===== src/rtl/if_fetch_ctrl_pkg.sv =====
// Shared widths, fetch-sequencer state encodings and enable constants for if_fetch_ctrl.
package if_fetch_ctrl_pkg;

  localparam int InstAddrBus = 32;
  localparam int InstBus     = 32;

  localparam logic [2:0] IfIdle  = 3'd0;
  localparam logic [2:0] IfFetch = 3'd1;
  localparam logic [2:0] IfStep  = 3'd2;
  localparam logic [2:0] IfHold  = 3'd3;
  localparam logic [2:0] IfKill  = 3'd4;
  localparam logic [2:0] IfRedir = 3'd5;

  localparam logic Enable  = 1'b1;
  localparam logic Disable = 1'b0;

endpackage


===== src/rtl/if_fetch_ctrl_wait_timer.sv =====
// Ack wait timer: down-counter reloaded on clear, flags expiry at terminal count zero.
module if_wait_timer #(
  parameter int               WIDTH = 4,
  parameter logic [WIDTH-1:0] LOAD  = '1
) (
  input  logic clk,
  input  logic rst,
  input  logic clr_i,
  input  logic en_i,
  output logic expired_o
);

  logic [WIDTH-1:0] cnt_q, cnt_d;

  always_comb begin
    cnt_d = cnt_q;
    if (clr_i) begin
      cnt_d = LOAD;
    end else if (en_i && (cnt_q != '0)) begin
      cnt_d = cnt_q - 1'b1;
    end
  end

  always_ff @(posedge clk or posedge rst) begin
    if (rst) begin
      cnt_q <= LOAD;
    end else begin
      cnt_q <= cnt_d;
    end
  end

  assign expired_o = en_i & ~clr_i & (cnt_q == '0);

endmodule


===== src/rtl/if_fetch_ctrl.sv =====
// Instruction-fetch sequencer between pc module, instruction memory and IF/ID.
// Define IF_TIMEOUT_EN to add the imem ack timeout with redirect to EXC_VECTOR.
//
//   state   | meaning
//   IfIdle  | out of reset, waiting one clock
//   IfFetch | req to imem at pc_i, waiting for ack
//   IfStep  | pc_en pulse, pc advances by 4
//   IfHold  | IF/ID stalled on a live instruction, no request
//   IfKill  | req overtaken by a branch, drain the ack and discard it
//   IfRedir | pc_en + branch_en pulse, pc loads the latched target
module if_fetch_ctrl
  import if_fetch_ctrl_pkg::*;
#(
  parameter int                     IMEM_TIMEOUT = 16,
  parameter logic [InstAddrBus-1:0] EXC_VECTOR   = 32'h0000_0040
) (
  input  logic                   clk,
  input  logic                   rst,
  input  logic [InstAddrBus-1:0] pc_i,
  output logic                   pc_en_o,
  output logic                   branch_en_o,
  output logic [InstAddrBus-1:0] branch_o,
  output logic                   imem_req_o,
  output logic [InstAddrBus-1:0] imem_addr_o,
  input  logic                   imem_ack_i,
  input  logic [InstBus-1:0]     imem_rdata_i,
  input  logic                   branch_en_i,
  input  logic [InstAddrBus-1:0] branch_addr_i,
  input  logic                   stall_i,
  output logic                   if_valid_o,
  output logic [InstBus-1:0]     if_inst_o,
  output logic [InstAddrBus-1:0] if_pc_o,
  output logic                   fetch_err_o
);

  logic [2:0]             state_q, state_d;
  logic [InstAddrBus-1:0] target_q, target_d;
  logic                   valid_q, valid_d;
  logic [InstBus-1:0]     inst_q, inst_d;
  logic [InstAddrBus-1:0] ipc_q, ipc_d;
  logic                   capture;
  logic                   timeout;

  if (IMEM_TIMEOUT < 2) begin : g_bad_timeout
    $error("IMEM_TIMEOUT must be at least 2");
  end

`ifdef IF_TIMEOUT_EN
  localparam int TmrW = $clog2(IMEM_TIMEOUT);

  logic tmr_expired;
  logic err_q;

  if_wait_timer #(
    .WIDTH (TmrW),
    .LOAD  (TmrW'(IMEM_TIMEOUT - 1))
  ) u_wait_timer (
    .clk       (clk),
    .rst       (rst),
    .clr_i     (~imem_req_o | imem_ack_i),
    .en_i      (imem_req_o),
    .expired_o (tmr_expired)
  );

  // An ack arriving on the expiry cycle still completes the fetch.
  assign timeout = tmr_expired & ~imem_ack_i;

  always_ff @(posedge clk or posedge rst) begin
    if (rst) begin
      err_q <= Disable;
    end else begin
      err_q <= timeout;
    end
  end

  assign fetch_err_o = err_q;
`else
  assign timeout     = Disable;
  assign fetch_err_o = Disable;
`endif

  always_comb begin
    state_d  = state_q;
    target_d = target_q;
    capture  = Disable;
    case (state_q)
      IfIdle: state_d = IfFetch;
      IfFetch: begin
        if (timeout) begin
          state_d = IfRedir;
        end else if (branch_en_i) begin
          target_d = branch_addr_i;
          state_d  = imem_ack_i ? IfRedir : IfKill;
        end else if (imem_ack_i) begin
          capture = Enable;
          state_d = IfStep;
        end
      end
      IfStep: begin
        if (branch_en_i) begin
          target_d = branch_addr_i;
          state_d  = IfRedir;
        end else if (valid_q && stall_i) begin
          state_d = IfHold;
        end else begin
          state_d = IfFetch;
        end
      end
      IfHold: begin
        if (branch_en_i) begin
          target_d = branch_addr_i;
          state_d  = IfRedir;
        end else if (!stall_i) begin
          state_d = IfFetch;
        end
      end
      IfKill: begin
        if (timeout) begin
          state_d = IfRedir;
        end else begin
          if (branch_en_i) begin
            target_d = branch_addr_i;
          end
          if (imem_ack_i) begin
            state_d = IfRedir;
          end
        end
      end
      IfRedir: begin
        // A branch landing on the redirect cycle re-redirects to the newer target.
        if (branch_en_i) begin
          target_d = branch_addr_i;
        end else begin
          state_d = IfFetch;
        end
      end
      default: state_d = IfIdle;
    endcase
    if (timeout) begin
      target_d = EXC_VECTOR;
    end
  end

  always_comb begin
    valid_d = valid_q;
    inst_d  = inst_q;
    ipc_d   = ipc_q;
    if (branch_en_i || timeout) begin
      valid_d = Disable;
    end else if (capture) begin
      valid_d = Enable;
      inst_d  = imem_rdata_i;
      ipc_d   = pc_i;
    end else if (valid_q && !stall_i) begin
      valid_d = Disable;
    end
  end

  always_ff @(posedge clk or posedge rst) begin
    if (rst) begin
      state_q  <= IfIdle;
      target_q <= '0;
      valid_q  <= Disable;
      inst_q   <= '0;
      ipc_q    <= '0;
    end else begin
      state_q  <= state_d;
      target_q <= target_d;
      valid_q  <= valid_d;
      inst_q   <= inst_d;
      ipc_q    <= ipc_d;
    end
  end

  assign imem_req_o  = (state_q == IfFetch) || (state_q == IfKill);
  assign imem_addr_o = imem_req_o ? pc_i : '0;
  assign pc_en_o     = (state_q == IfStep) || (state_q == IfRedir);
  assign branch_en_o = (state_q == IfRedir);
  assign branch_o    = branch_en_o ? target_q : '0;
  assign if_valid_o  = valid_q;
  assign if_inst_o   = inst_q;
  assign if_pc_o     = ipc_q;

endmodule


===== config.mk =====
export PLATFORM = sky130hd
export DESIGN_NAME = if_fetch_ctrl
export DESIGN_NICKNAME = d
export VERILOG_FILES = /design/src/rtl/if_fetch_ctrl_pkg.sv /design/src/rtl/if_fetch_ctrl_wait_timer.sv /design/src/rtl/if_fetch_ctrl.sv
export SDC_FILE = /design/constraint.sdc
export NUM_CORES = 1
export LEC_CHECK = 0
export BUFFER_PORTS_ARGS = -buffer_cell sky130_fd_sc_hd__buf_2
export CAP_MARGIN = 10
export CORE_MARGIN = 3
export CORE_UTILIZATION = 41
export DETAILED_ROUTE_END_ITERATION = 12
export PLACE_DENSITY = 0.74
export REMOVE_ABC_BUFFERS = 1
export SYNTH_ARGS = -nofsm -noshare
export SYNTH_HDL_FRONTEND = slang
export SYNTH_SLANG_ARGS = --single-unit

===== constraint.sdc =====
create_clock -name clk -period 8.77 [get_ports clk]
set_input_delay 0.4385 -clock clk [delete_from_list [all_inputs] [get_ports clk]]
set_output_delay 0.4385 -clock clk [all_outputs]
set_load 0.005 [all_outputs]

## Word-level counts from Yosys, hierarchy flattened

Index checks and enable logic that the tools add are counted.
W data, S select, Z words.

- Input port bits: 101
- Register bits: 100
- Output and inout bits: 133
- Logic and storage cells: 44

- Multiplexer cells: 18
- Eq/ne operators: 9
- Reduce and logical (&&, ||, !) cells: 11
- Bitwise gates (word level): 1

Operators by type and width:

| cell | number |
|---|---|
| $mux W32 | 2 |
| $mux W3 | 7 |
| $pmux W3 S6 | 1 |
| $mux W1 | 7 |
| $eq A3 B2 Y1 const B | 2 |
| $eq A3 B3 Y1 const B | 2 |
| $ne A3 B3 Y1 const B | 2 |
| $reduce_or A5 Y1 | 1 |
| $ne A2 B2 Y1 const B | 2 |
| $reduce_and A2 Y1 | 2 |
| $reduce_and A4 Y1 | 1 |
| $eq A3 B1 Y1 const B | 1 |
| $logic_not A3 Y1 | 1 |
| $reduce_bool A3 Y1 | 1 |
| $logic_and A1 B1 Y1 | 2 |
| $logic_or A1 B1 Y1 | 2 |
| $mux W2 | 1 |
| $logic_not A1 Y1 | 1 |
| $not A1 Y1 | 1 |

## Depth between registers and ports, before layout

Gate-level depths: netlist (run 1).

- Depth in word-level cells: 5
- Depth in mapped cells: 6
- Depth with buffers taken out: 3

## Worst setup path before layout (run 1)

OpenSTA, ideal clock, no wires.

- Path type: reg2out
- Start point: reg state_q[2]
- End point: out imem_addr_o[22]
- Data required time: 8.332 ns
- Buffers on the path: 2
- Data arrival time: 1.219 ns
- Cell stages (with the launch flop): 6
- Path slack: 7.113 ns
- Cell sequence: dfrtp_1 -> buf_2 -> xnor2_1 -> nor2_1 -> clkbuf_1 -> and2_1

- Longest elaborated chain between the ends: 3
- Elaborated cells on any way between the ends: 4
- Classes of those cells: eq/ne: 2; mux: 1; reduce/logical: 1

Ends and longest elaborated chain:

| item | line | source |
|---|---|---|
| start, declared | if_fetch_ctrl.sv:36 | `logic [2:0] state_q, state_d;` |
| start signal, assigned | if_fetch_ctrl.sv:161 | `state_q <= IfIdle;` |
| start signal, assigned | if_fetch_ctrl.sv:167 | `state_q <= state_d;` |
| $eq A3 B1 Y1 / $eq A3 B3 Y1 (equally long branches) | if_fetch_ctrl.sv:175 | `assign imem_req_o = (state_q == IfFetch) \|\| (state_q == IfKill);` |
| $logic_or A1 B1 Y1 * | if_fetch_ctrl.sv:175 |  |
| via imem_req_o | if_fetch_ctrl.sv:23 | `output logic imem_req_o,` |
| $mux W32 * | if_fetch_ctrl.sv:176 | `assign imem_addr_o = imem_req_o ? pc_i : '0;` |
| end, declared | if_fetch_ctrl.sv:24 | `output logic [InstAddrBus-1:0] imem_addr_o,` |

Mark *: on every way through the listed nets, which the timed path passes. The rest lies on a longest branch.

## Worst setup path in the final report (run 1)

- Start point: reg state_q[2]
- End point: out imem_addr_o[22]

- Longest elaborated chain between the ends: 3
- Elaborated cells on any way between the ends: 4
- Classes of those cells: eq/ne: 2; mux: 1; reduce/logical: 1

Ends and longest elaborated chain:

| item | line |
|---|---|
| $eq A3 B1 Y1 / $eq A3 B3 Y1 (equally long branches) | if_fetch_ctrl.sv:175 |
| $logic_or A1 B1 Y1 * | if_fetch_ctrl.sv:175 |
| $mux W32 * | if_fetch_ctrl.sv:176 |

Every way passes the cells marked *; elsewhere a longest branch is shown, timed or not.

==> results.md, run 1 <==
* Setup_tns at 0 ns
* Starting Density at 42.5%
* Die area at 12100 um^2
* Area grow syn2layout at 31.2%
* Clock Latency Late Sink at 0.35 ns
* Comb power frac at 45.1%
* DR pass1 iterations at 4
* Clock Path Buffers at 2
* Clock skew at 0.0102 ns
* IO Pins at 234
* Fmax at 365 MHz
* First-pass GRT wire length at 16.2 mm
* CP Launch Type: flip-flop
* Die Span X at 110 um
* WL per Instance at 16.1 um
* Crit path max-delay cell type: nor2_2
* Worst reg2reg startpoint: state_q[0]
* Largest net degree at the start of global routing at 64
* Maximum vdd drop at 0.162 mV
* Cell Pwr Density at 330 nW/um^2
* CTS root buf: clkbuf_8
* Power Internal at 1290 uW
* Crit path kind: reg -> out
* Pre-CTS setup slack at 6.40 ns
* Final Hold Vio Count at 0
* Max-cap violations at 0
* Lkg Pwr at 0.00312 uW
* Post-synth cell types at 25
* Yosys warns at 0
* CTS clk-pin slew, worst paths at 0.10 ns
* Post-route cell area at 5810 um^2
* NetSw at 626 uW
* Initial antenna violation count at 0
* Status: complete, no violations
* Nets at 631
* Number of global-route vias before repair at 3204
* Clock sink count at 100
* Post-synthesis cell count at 304
* FILL cells at 857
* Post-CTS resize count at 0
* Placed cell area at 5640 um^2
* Residual DRC count at 0
* Synthesized area at 4430 um^2
* Placer Congestion at 0.729
* Rows at 37
* Worst slew pin tran at 1.16 ns
* Tmin final at 2.74 ns
* Hpwl dp at 8.10 mm
* Power share of the sequential group at 41.3%
* Final setup fails at 0
* Total global routing overflow at 0
* Worst-path fanout max at 33
* Port buffer count at 232
* Critical Path Start: state_q[2]
* Final ANT Viol Nets at 0
* H-tree depth at 3
* Initial drt markers at 150
* Max-slew violation count at 0
* Post-CTS Repair Setup Buffers at 0
* RSZ-0062 raised after global routing: no
* Commonest cells after routing, fill and taps aside: buf_2, dfrtp_1, and2_1
* Via count at 3130
* Sw Ratio at 32.6%
* Total Routing Usage GR at 17.5%
* Final period utilization at 31.2%
* N_diodes at 0
* Vias per inst at 4.66
* Worst rel slew slack at 22.3%
* Final Util at 55.8%
* Hold buffer count at cts at 0
* Critical Path End Type: output pin
* TritonCTS clock tree: yes
* CP required at 8.33 ns
* Sequential element share of the synthesized area at 56.5%
* Setup WS post-layout at 6.03 ns
* HP Class: in -> async
* Clock Power Share at 13.7%
* CP peak stage delay at 0.88 ns
* Syn_area_per_cell at 14.6 um^2
* Die Span Y at 110 um
* CP cell instances: xnor2_1 -> nor2_2 -> and2_1 -> buf_2
* Core Area at 10400 um^2
* Worst Path Arrival at 2.30 ns
* Drt total wl at 10.8 mm
* CTS buffer count at 9
* Commonest non-fill, non-tap cell in the layout: buf_2
* Layout cell share with drive strength beyond 1 at 64.9%
* Number of synthesized register bits at 100
-- flip-flops by register name, summed over array words and instances (netlist names) --
register	cells
state_q	3
target_q	32
if_pc_o	32
if_inst_o	32
if_valid_o	1
-- layer usage --
| layer | vias up | part of all wire (%) | track usage, % |
|---|---|---|---|
| met5 | - | 0 | 0 |
| met2 | 161 | 48 | 29.8 |
| met1 | 1495 | 40 | 21.0 |
| met4 | 0 | 0.68 | 4.01 |
| li1 | 1465 | - | - |
| met3 | 9 | 11 | 6.81 |
-- kinds of logic after synthesis --
kind of cell,synth area share (%)
flops,56.5
mux,27.9
simple gates,11.0
buf+inv,3.42
compound gates,0.735
xor+xnor,0.396
other cells,0.0847
-- power groups by stage --
stage          Combinational, uW  Sequential, uW  Clock, uW
5_1_grt                      962             818        296
2_1_floorplan                479             792          0
3_3_place_gp                 865             787          0
6_report                     865             791        262
3_5_place_dp                 880             795          0
4_1_cts                      882             793        273
-- critical path: cells and delay by family, from the launching register on --
kind / cells / cell delay, ns
AND/OR/NAND/NOR: 2 / 1.14
XOR/XNOR: 1 / 0.18
flip-flops: 1 / 0.49
buffers and inverters: 1 / 0.12
-- cells in the mapped netlist (all sizes together) --
| master | count | area share, % |
|---|---|---|
| dfrtp | 100 | 56 |
| mux2 | 96 | 28 |
| and2 | 64 | 9.0 |
| buf | 14 | 2.8 |
| clkbuf | 6 | 0.51 |
| nand2 | 4 | 0.34 |
| nand3b | 3 | 0.51 |
| nor2 | 3 | 0.25 |
| o21ai | 2 | 0.23 |
| a21o | 1 | 0.17 |
| a22oi | 1 | 0.17 |
| conb | 1 | 0.085 |
| inv | 1 | 0.085 |
| mux2i | 1 | 0.23 |
| nand3 | 1 | 0.23 |
| nor3b | 1 | 0.28 |
| nor4bb | 1 | 0.23 |
| o21bai | 1 | 0.17 |
| or3 | 1 | 0.14 |
| xnor2 | 1 | 0.20 |
| xor2 | 1 | 0.20 |
-- final cells by class --
class | instances | area, um^2 | share of cell area (%)
well taps | 136 | 170 | 2.93
multi-input cells | 183 | 1780 | 30.6
flip-flops and latches | 100 | 2500 | 43.1
clock inverters | 5 | 37.5 | 0.646
inverters | 1 | 6.26 | 0.108
repair buffers | 235 | 1180 | 20.4
clock buffers | 11 | 131 | 2.26
-- final timing paths --
kind,end,slack (ns),cells after the start
max,imem_addr_o[22],6.03,4
min,if_inst_o[5],0.13,2
max reg2reg,if_inst_o[25],6.51,4
min reg2reg,target_q[17],0.50,1
max in group asynchronous,if_inst_o[7],7.52,3
min in group clk,target_q[28],0.31,2
-- metrics by stage --
step	instances	hold WS, ns	power [uW]
6_report	671	0.127	1920
5_1_grt	671	0.147	2080
4_1_cts	671	0.138	1950
3_5_place_dp	655	0.485	1680
3_3_place_gp	655	0.466	1650
2_1_floorplan	284	0.456	1270
Note: power is estimated with default switching activity, not from simulation.
==> inputs of run 2 (changes only) <==
- ABC_AREA: unset -> 1
- PLACE_DENSITY: 0.74 -> 0.76
- clock period: 8.77 -> 2.45 ns (I/O delays scaled with it)
==> run 2 against run 1 <==
  * Global-route usage grew 1.5 points
  * Non-clock buffer count is 44 higher
  * Final cell count up 38%
==> results.md, run 2 <==
* Drt total wl at 12.3 mm (+13%)
* Post-synth cell types at 20 (-20%)
* RSZ-0062 raised after global routing: yes
* Worst-path fanout max at 33 (unchanged)
* Synth async-reset ratio at 100% (unchanged)
* TritonCTS clock tree: yes
* Compound-gate portion of the synthesized area at 15.8% (+15 points)
* Syn_area_per_cell at 8.71 um^2 (-40%)
* Clock sink count at 100 (unchanged)
* Post-CTS Repair Setup Buffers at 0 (unchanged)
* Placed Instances at 870 (+33%)
* First-pass GRT wire length at 19.8 mm (+22%)
* Number of flops mapped to enable cells by yosys at 0 (unchanged)
* Vias per inst at 4.65 (-0.40%)
* Worst Hold Slack at 0.0165 ns (-0.110 ns)
* Combinational family with the most area after synthesis: simple AND/OR/NAND/NOR gates
* Placed cell area at 5760 um^2 (+2.1%)
* Nets at 889 (+41%)
* Count leader, synth: nand2_1
* Via count at 4316 (+38%)
* Starting Density at 43.2% (+0.70 points)
* Synth Area in Adders at 0% (unchanged)
* R2r setup slk at 0.71 ns (-5.80 ns)
* Die area at 12500 um^2 (+3.3%)
* Initial antenna violation count at 0 (unchanged)
* Initial drt markers at 196 (+31%)
* CP required at 2.33 ns (-6.00 ns)
* Largest net degree at the start of global routing at 69 (+7.8%)
* Final period utilization at 92.4%
* Commonest non-fill, non-tap cell in the layout: buf_2
* WL per Instance at 13.2 um (-18%)
* Worst rel slew slack at 33.8% (+11 points)
* Hpwl dp at 8.59 mm (+6.0%)
* R2R cell count at 7 (+3)
* Core Area at 10600 um^2 (+1.8%)
* Final Hold Vio Count at 0 (unchanged)
* Die Span Y at 112 um (+1.6%)
* Pre-CTS setup slack at 0.682 ns (-5.72 ns)
* Synth area leaders: dfrtp_1, o21ai_2, nand2_1
* CTS buffer count at 9 (unchanged)
* Max-slew violation count at 0 (unchanged)
* FILL cells at 932 (+8.8%)
* Maximum vdd drop at 0.743 mV (+360%)
* Synth cell count leaders: nand2_1, inv_1, dfrtp_1
* Commonest cells after routing, fill and taps aside: buf_2, nand2_1, inv_1
* Critical Path Sink: branch_o[27]
* Clock Path Buffers at 2 (unchanged)
* H-tree depth at 3 (unchanged)
* DR pass1 iterations at 4 (unchanged)
* Yosys warns at 0 (unchanged)
* CP Launch Type: flip-flop
* Final setup fails at 0 (unchanged)
* Worst reg2reg startpoint: state_q[1]
* Worst slew pin tran at 0.992 ns (-0.172 ns)
* Crit path kind: reg -> out
* Max-cap violations at 0 (unchanged)
* Setup WS post-layout at 0.187 ns (-5.84 ns)
* Cell Pwr Density at 1110 nW/um^2 (+240%)
* Total global routing overflow at 0 (unchanged)
* Fmax at 442 MHz
* Number of synthesized register bits at 100 (unchanged)
* Post-CTS resize count at 0 (unchanged)
* Tmin final at 2.26 ns
* Area occupied by multi-input gates at 1480 um^2 (-17%)
* Main flop type after synthesis: dfrtp_1
* Post-synthesis mux area share at 0% (-28 points)
* Number of global-route vias before repair at 4304 (+34%)
* Total Routing Usage GR at 19.0% (+1.5 points)
* IO Pins at 234 (unchanged)
* Port buffer count at 232 (unchanged)
* Critical R2R Capture: if_pc_o[12]
* Synth Area in XOR/XNOR at 0% (-0.40 points)
* Area grow syn2layout at 40.0%
* Sequential element share of the synthesized area at 54.6% (-1.9 points)
* HP Class: in -> reg
* Residual DRC count at 0 (unchanged)
* Final std cells w/o fill at 929 (+38%)
* Post-Synth Simple-Gate Area at 16.2% (+5.2 points)
* Setup_tns at 0 ns (unchanged)
* Die Span X at 112 um (+1.6%)
* FF+latch area at 2500 um^2 (unchanged)
* Worst Path Arrival at 2.14 ns (-0.16 ns)
* Yosys top cell area share at 54.6% (-1.9 points)
* Status: complete, no violations
* Critical Path End Type: output pin
* Rows at 37 (unchanged)
* CTS clk-pin slew, worst paths at 0.10 ns (about the same)
* Clock Latency Late Sink at 0.35 ns (about the same)
* CTS root buf: clkbuf_8
* N_diodes at 0 (unchanged)
* Final ANT Viol Nets at 0 (unchanged)
* Layout cell share with drive strength beyond 1 at 39.5% (-25 points)
* Lkg Pwr at 0.00376 uW (+21%)
* Area leader, netlist: dfrtp_1
* Post-synthesis cell count at 526 (+73%)
* Placer Congestion at 0.885 (+21%)
* Clock skew at 0.00935 ns (-0.000851 ns)
* Synthesized area at 4580 um^2 (+3.4%)
* Post-route cell area at 6410 um^2 (+10%)
* Critical Path Start: state_q[1]
[run 2: how the worst min path moves through the flow]
| stage | startpoint | endpoint | slack, ns | depth (start not counted) |
|---|---|---|---|---|
| after CTS | imem_rdata_i[17] | if_inst_o[17] | 0.0003 | 3 |
| after global routing | branch_addr_i[31] | target_q[31] | 0.004 | 3 |
| after detailed placement | rst | if_inst_o[29] | 0.24 | 2 |
| after floorplan | branch_addr_i[0] | target_q[0] | 0.24 | 2 |
| after global placement | rst | if_inst_o[29] | 0.23 | 2 |
| final | branch_addr_i[31] | target_q[31] | 0.02 | 3 |
[run 2: what timing repair did]
item,in CTS,in global routing
endpoints found under the hold margin,87,1
setup endpoints to repair,0,1
hold buffers,42,1
[run 2: critical path, stage by stage, from the launching register on]
cell and delay, ns:
dfrtp_1 0.45, inv_2 0.09, nand2_1 0.15, nor2_1 0.07
inv_1 0.72, nor2_1 0.13, buf_2 0.18
[run 2: metrics by stage]
stage,utilization [%],total power (uW)
after floorplan,-,4510
after global placement,54.3,5760
after detailed placement,54.3,5910
after CTS,60.4,7150
after global routing,60.5,7660
final,60.5,7100
[run 2: power by group]
part           internal (uW)  switching [uW]  leakage (uW)
clock network            608             557      0.000114
registers               2420             365       0.00125
logic                   1320            1830       0.00240
total                   4340            2760       0.00376
[run 2: layer usage]
layer / up-vias / wire length (um) / global-route usage, %
met5: - / 0 / 0
met1: 1967 / 4640 / 21.7
met2: 201 / 6180 / 33.3
met3: 50 / 850 / 3.80
li1: 2098 / - / -
met4: 0 / 582 / 10.5
[run 2: kinds of logic after synthesis]
| family | after synthesis |
|---|---|
| AO/OA/AOI/OAI | 101 |
| AND/OR/NAND/NOR | 192 |
| buffers and inverters | 132 |
| other | 1 |
| flip-flops | 100 |
[run 2: final cells by class]
cell class / count / share of cell area (%)
Sequential cell: 100 / 39.0
Timing Repair Buffer: 279 / 25.7
Multi-Input combinational cell: 294 / 23.0
Inverter: 104 / 6.13
Tap cell: 136 / 2.65
Clock buffer: 11 / 2.20
Clock inverter: 5 / 1.29
